--- config.mk ---
export PLATFORM = sky130hd
export DESIGN_NAME = pool_window_stream9_flat
export DESIGN_NICKNAME = d
export VERILOG_FILES = /design/src/rtl/pool_pkg.sv /design/src/rtl/pool_window_stream9_if.sv /design/src/rtl/pool_line_buffer.sv /design/src/rtl/pool_window_stream9.sv /design/src/flat_wrapper.sv
export SDC_FILE = /design/constraint.sdc
export NUM_CORES = 2
export LEC_CHECK = 0
export CORE_UTILIZATION = 55
export DETAILED_ROUTE_END_ITERATION = 8
export GPL_TIMING_DRIVEN = 0
export PLACE_DENSITY = 0.77
export SLEW_MARGIN = 20
export SYNTH_ARGS = -nofsm -noshare
export SYNTH_HDL_FRONTEND = slang
export SYNTH_SLANG_ARGS = --single-unit
--- constraint.sdc ---
create_clock -name clk -period 7.54 [get_ports clk]
set_clock_uncertainty 0.05 [all_clocks]
set_input_delay 1.508 -clock clk [delete_from_list [all_inputs] [get_ports clk]]
set_output_delay 1.508 -clock clk [all_outputs]
set_load 0.01 [all_outputs]
--- src/rtl/pool_pkg.sv ---
// Shared constants and window indexing for the 9x9 pooling window path.
package pool_pkg;
  localparam int K       = 9;
  localparam int LB_ROWS = K - 1;

  // Flattened element index of window element (r,c); r=0 top row, c=0 leftmost.
  function automatic int win_idx(input int r, input int c);
    return r * K + c;
  endfunction
endpackage

--- src/rtl/pool_window_stream9_if.sv ---
// Pixel-in / window-out valid-ready bundle; master drives pixels and consumes windows.
interface pool_window_stream9_if #(parameter int DATA_WIDTH = 16);
  import pool_pkg::*;

  logic [DATA_WIDTH-1:0]       in_data;
  logic                        in_valid;
  logic                        in_ready;
  logic [0:K*K*DATA_WIDTH-1]   out_window;
  logic                        out_valid;
  logic                        out_ready;
  logic                        out_last;

  modport master (
    output in_data, in_valid, out_ready,
    input  in_ready, out_window, out_valid, out_last
  );

  modport slave (
    input  in_data, in_valid, out_ready,
    output in_ready, out_window, out_valid, out_last
  );
endinterface

--- src/rtl/pool_line_buffer.sv ---
// Eight-row column-shift line buffer: reads column col_i, pushes din_i in at the bottom on wr_en_i.
module pool_line_buffer
  import pool_pkg::*;
#(
  parameter int DATA_WIDTH = 16,
  parameter int IMG_W      = 20,
  parameter int CW         = $clog2(IMG_W)
) (
  input  logic                                  clk,
  input  logic                                  wr_en_i,
  input  logic [CW-1:0]                         col_i,
  input  logic [DATA_WIDTH-1:0]                 din_i,
  output logic [LB_ROWS-1:0][DATA_WIDTH-1:0]    col_o
);

  // No reset: every entry is rewritten before it can reach a window.
  logic [DATA_WIDTH-1:0] lb_q [LB_ROWS][IMG_W];

  always_comb begin
    for (int k = 0; k < LB_ROWS; k++) begin
      col_o[k] = lb_q[k][col_i];
    end
  end

  always_ff @(posedge clk) begin
    if (wr_en_i) begin
      for (int k = 0; k < LB_ROWS - 1; k++) begin
        lb_q[k][col_i] <= lb_q[k+1][col_i];
      end
      lb_q[LB_ROWS-1][col_i] <= din_i;
    end
  end

endmodule

--- src/rtl/pool_window_stream9.sv ---
// Raster pixel stream to stride-1 9x9 windows; window visible the cycle after its last pixel.
// Single output stage: in_ready = !out_valid || out_ready, full rate when the consumer keeps up.
module pool_window_stream9
  import pool_pkg::*;
#(
  parameter int DATA_WIDTH = 16,
  parameter int IMG_W      = 20,
  parameter int IMG_H      = 20
) (
  input  logic                clk,
  input  logic                reset,
  pool_window_stream9_if.slave bus
);

  localparam int CW = $clog2(IMG_W);
  localparam int RW = $clog2(IMG_H);

  logic [CW-1:0] col_q, col_d;
  logic [RW-1:0] row_q, row_d;
  logic [K-1:0][K-1:0][DATA_WIDTH-1:0] win_q, win_d;
  logic out_valid_q, out_valid_d;
  logic out_last_q, out_last_d;

  logic accept, emit, last_col, last_row;
  logic [LB_ROWS-1:0][DATA_WIDTH-1:0] lb_col;
  logic [0:K*K*DATA_WIDTH-1] win_flat;

  assign bus.in_ready = !out_valid_q || bus.out_ready;
  assign accept       = bus.in_valid && bus.in_ready;
  assign last_col     = (col_q == CW'(IMG_W - 1));
  assign last_row     = (row_q == RW'(IMG_H - 1));
  assign emit         = accept && (row_q >= RW'(LB_ROWS)) && (col_q >= CW'(LB_ROWS));

  pool_line_buffer #(
    .DATA_WIDTH(DATA_WIDTH),
    .IMG_W     (IMG_W),
    .CW        (CW)
  ) u_lb (
    .clk    (clk),
    .wr_en_i(accept),
    .col_i  (col_q),
    .din_i  (bus.in_data),
    .col_o  (lb_col)
  );

  always_comb begin
    col_d       = col_q;
    row_d       = row_q;
    win_d       = win_q;
    out_valid_d = out_valid_q;
    out_last_d  = out_last_q;

    if (accept) begin
      if (last_col) begin
        col_d = '0;
        row_d = last_row ? '0 : row_q + 1'b1;
      end else begin
        col_d = col_q + 1'b1;
      end

      for (int r = 0; r < K; r++) begin
        for (int c = 0; c < K - 1; c++) begin
          win_d[r][c] = win_q[r][c+1];
        end
      end
      for (int r = 0; r < LB_ROWS; r++) begin
        win_d[r][K-1] = lb_col[r];
      end
      win_d[K-1][K-1] = bus.in_data;
    end

    // Accepts only happen when the output slot is free or being drained,
    // so the window register itself serves as the held output.
    if (emit) begin
      out_valid_d = 1'b1;
      out_last_d  = last_row && last_col;
    end else if (bus.out_ready) begin
      out_valid_d = 1'b0;
      out_last_d  = 1'b0;
    end
  end

  always_ff @(posedge clk) begin
    if (reset) begin
      col_q       <= '0;
      row_q       <= '0;
      win_q       <= '0;
      out_valid_q <= 1'b0;
      out_last_q  <= 1'b0;
    end else begin
      col_q       <= col_d;
      row_q       <= row_d;
      win_q       <= win_d;
      out_valid_q <= out_valid_d;
      out_last_q  <= out_last_d;
    end
  end

  always_comb begin
    win_flat = '0;
    for (int r = 0; r < K; r++) begin
      for (int c = 0; c < K; c++) begin
        win_flat[win_idx(r, c)*DATA_WIDTH +: DATA_WIDTH] = win_q[r][c];
      end
    end
  end

  assign bus.out_window = win_flat;
  assign bus.out_valid  = out_valid_q;
  assign bus.out_last   = out_last_q;

endmodule

--- src/flat_wrapper.sv ---
// flat-port wrapper written by rule: the top's interface ports become plain ports
module pool_window_stream9_flat import pool_pkg::*;
#(
  parameter int DATA_WIDTH = 16,
  parameter int IMG_W      = 20,
  parameter int IMG_H      = 20
)
  (clk, reset, bus_in_data, bus_in_valid, bus_out_ready, bus_in_ready, bus_out_window, bus_out_valid, bus_out_last);
  pool_window_stream9_if #(.DATA_WIDTH(DATA_WIDTH)) bus_i ();
  input  logic clk;
  input  logic reset;
  input wire logic [$bits(bus_i.in_data)-1:0] bus_in_data;
  input wire logic [$bits(bus_i.in_valid)-1:0] bus_in_valid;
  input wire logic [$bits(bus_i.out_ready)-1:0] bus_out_ready;
  output wire logic [$bits(bus_i.in_ready)-1:0] bus_in_ready;
  output wire logic [$bits(bus_i.out_window)-1:0] bus_out_window;
  output wire logic [$bits(bus_i.out_valid)-1:0] bus_out_valid;
  output wire logic [$bits(bus_i.out_last)-1:0] bus_out_last;
  assign bus_i.in_data = bus_in_data;
  assign bus_i.in_valid = bus_in_valid;
  assign bus_i.out_ready = bus_out_ready;
  assign bus_in_ready = bus_i.in_ready;
  assign bus_out_window = bus_i.out_window;
  assign bus_out_valid = bus_i.out_valid;
  assign bus_out_last = bus_i.out_last;
  pool_window_stream9 #(.DATA_WIDTH(DATA_WIDTH), .IMG_W(IMG_W), .IMG_H(IMG_H)) u_core (.clk(clk), .reset(reset), .bus(bus_i));
endmodule
==> summary.md <==
Placement
- **final weighted congestion in routability-driven placement** 1.04
- **detailed-placement wirelength estimate** 431 mm
- **worst slack at placement** 1.52 ns
- **port bufs** 1,317

Synthesis
- **Mapped Nets** 10,500
- **Synth area leaders** edfxtp_1 (54%), dfxtp_1 (18%), mux2i_1 (7.0%)
- **Synth top area share** 54.3%
- **total of flip-flops plus latches after synthesis** 3,868
- **gate count after technology mapping** 10,500
- **count of unique library cells instantiated by Yosys** 44
- **sequential fraction of the synthesis area** 72.8%
- **commonest register cell after synthesis** edfxtp_1
- **ys async rst share** 0%
- **cell type contributing the most total cell area after synthesis** edfxtp_1
- **Ys Warns** 0
- **Synth Cell Area** 0.142 mm2
- **average cell area after synthesis** 13.5 um2
- **number of synthesized flops with an enable pin** 2,560

Die
- **die footprint** 0.259 mm2
- **IO Count** 1,319
- **starting density of the core** 55.5%
- **area of the core region** 0.255 mm2
- **Die X-Extent** 509 um
- **Die Span Y** 509 um
- **number of rows created at floorplan** 185

Clock network
- **count of H-tree levels built during CTS** 5
- **cell at the root of the clock tree** clkbuf_16
- **clock latency at the later pin of the worst-skew pair** 1.00 ns
- **number of post-CTS setup repair buffers** 0
- **TritonCTS clock tree** yes
- **post-CTS clock slew at the launch and capture registers of the worst setup and hold paths** 0.06 ns
- **number of clock buffers inserted by TritonCTS** 394
- **Sink Count** 3,868
- **cts hold-fix bufs** 0
- **largest buffer count on any clock path** 4
- **number of instances resized during post-cts repair** 0

Drt
- **total number of vias** 102,000
- **count of antenna-violating nets left after detailed routing** 0
- **Routed WL per cell** 36.5 um
- **overall routed net length** 584 mm
- **Via density** 6.40
- **Post-route DRC** 0
- **initial drt markers** 16,300
- **iteration count of the initial detailed-routing pass** 7

STA
- **Slew @ Worst Pin** 1.27 ns
- **minimum setup slack in the final design** 2.28 ns
- **RSZ-0062 raised after global routing** no
- **Tcrit/Tclk final** 69.8%
- **max-slew violation total from the final report** 0
- **Min Clock Period, post-route** 5.26 ns
- **Fin. Hold Viols** 0
- **Relative slew margins** 15.0%
- **final-report setup violation count** 0
- **sum of negative setup slack** 0 ns
- **Max Clock Freq** 190 MHz

Setup path
- **nature of the critical path endpoint** register
- **required time at the worst-slack endpoint** 8.14 ns
- **element type at the critical path start** input pin
- **category of the critical setup timing path** input pin to register
- **arrival time worst endpoint** 5.86 ns
- **maximum fanout along the worst path** 34

Power and ir drop
- **reported leakage power** 54.7 nW
- **Pwr per Cell Area** 267 mW/mm2
- **maximum vdd drop** 0.000287 V

Final layout
- **post-route core utilization** 68.0%
- **leading cell types in the layout, fill and taps excluded** edfxtp_1 (2,560), nand2_1 (2,461), clkdlybuf4s50_1 (1,312), dfxtp_1 (1,307), a21oi_1 (1,185)
- **Final nets** 12,300
- **total of fill cells in the finished design** 17,700
- **post-synthesis to final-layout area growth** 22.6%
- **total area of multi-input combinational cells** 0.0355 mm2
- **sequential cell area** 0.103 mm2
- **most common cell after layout, fill and taps aside** edfxtp_1
- **fraction of final layout cells sized beyond drive strength 1** 8.55%

Global routing
- **antenna violations before repair** 46
- **Tot GR Track Use** 44.1%
- **GRT Residual Overflow** 0
- **pin count of the biggest net entering global routing** 72
- **vias in the first global route** 94,200
- **wire length of the first global-routing pass** 775 mm

Run
- **number of max-capacitance violations reported** 0

Run status
- **run status** completed

Hold path
- **Hold WC Path Type** register to register

registers in the layout, indices dropped and copies added (netlist names):
signal                 cells
u_core.col_q               5
u_core.u_lb.lb_q        2560
u_core.bus.out_window   1296
u_core.row_q               5
u_core.bus.out_valid       1
u_core.bus.out_last        1
final timing paths:
| kind | start | cells past startpoint | end | slack [ns] |
|---|---|---|---|---|
| worst min-delay path | u_core.bus.out_window[528]$_SDFFE_PP0P_ | 2 | u_core.bus.out_window[512]$_SDFFE_PP0P_ | 0.40 |
| worst min register to register | u_core.bus.out_window[528]$_SDFFE_PP0P_ | 2 | u_core.bus.out_window[512]$_SDFFE_PP0P_ | 0.40 |
| worst max-delay path | bus_out_ready | 12 | u_core.u_lb.lb_q[0][396]$_DFFE_PP_ | 2.28 |
| worst max register to register | u_core.col_q[0]$_SDFFE_PP0P_ | 6 | u_core.u_lb.lb_q[1][146]$_DFFE_PP_ | 2.43 |
synthesized netlist by cell type, types with 7 or more instances:
cell type and count:
a31oi_1 16, a21oi_1 1185, mux4_2 144, o21ai_0 19, buf_6 16, buf_1 57, nor3_1 17, mux2i_1 993
and3_1 16, a311oi_2 37, a211oi_1 107, nand4_1 7, buf_2 182, nand3_1 16, nor2_1 279, o22ai_1 470
a311oi_1 75, dfxtp_1 1308, a22oi_1 16, edfxtp_1 2560, buf_4 11, nand2_1 2465, clkbuf_1 448
metal layers:
layer  routed length [um]  up-vias  part of all wire, %  global-route usage, %
met4                56800       22                  9.7                   35.5
met1               197000    50500                   34                   54.8
met3                82100     1561                   14                   14.4
met2               248000     8190                   42                   63.3
li1                     -    42000                    -                      -
met5                  138        -                0.024                      0
where the power goes:
part	leakage (nW)	internal (mW)	switching (mW)
logic	14.6	0.796	2.36
clock network	6.27	11.3	8.22
registers	33.8	23.3	0.333
per-stage QoR:
| stage | cells | power [mW] | area (um2) | hold slack, ns |
|---|---|---|---|---|
| floorplan | 10500 | 25.3 | 142000 | 0.431 |
| global placement | 15200 | 26.9 | 159000 | 0.393 |
| detailed placement | 15200 | 27.0 | 161000 | 0.396 |
| CTS | 16000 | 46.1 | 173000 | 0.405 |
| global route | 16000 | 47.1 | 174000 | 0.414 |
| finish | 16000 | 46.3 | 174000 | 0.403 |
worst max-delay path, cell delays in order:
cell and delay [ns]:
clkdlybuf4s50_1 0.60, nand2b_1 0.13, buf_2 0.42, and2_1 0.21
clkbuf_1 0.16, buf_2 0.48, clkbuf_2 0.30, buf_12 0.22
clkbuf_1 0.52, and3_4 0.54, buf_16 0.29, buf_16 0.28
cells by family after synthesis:
logic type	after synthesis	synth area share, %
flops	3868	72.8
fa+ha+maj	6	0.0530
mux	1137	9.31
buf+inv	720	2.18
compound gates	1930	7.94
simple gates	2835	7.69
xor+xnor	3	0.0186
layout make-up:
| class | count | area share, % |
|---|---|---|
| Antenna cell | 21 | 0.0303 |
| Clock buffer | 554 | 6.46 |
| Buffer | 714 | 1.78 |
| Timing Repair Buffer | 1381 | 8.55 |
| Multi-Input combinational cell | 5911 | 20.5 |
| Tap cell | 3366 | 2.43 |
| Clock inverter | 156 | 0.882 |
| Inverter | 6 | 0.0173 |
| Sequential cell | 3868 | 59.4 |
Power figures use the tool's default switching activity.
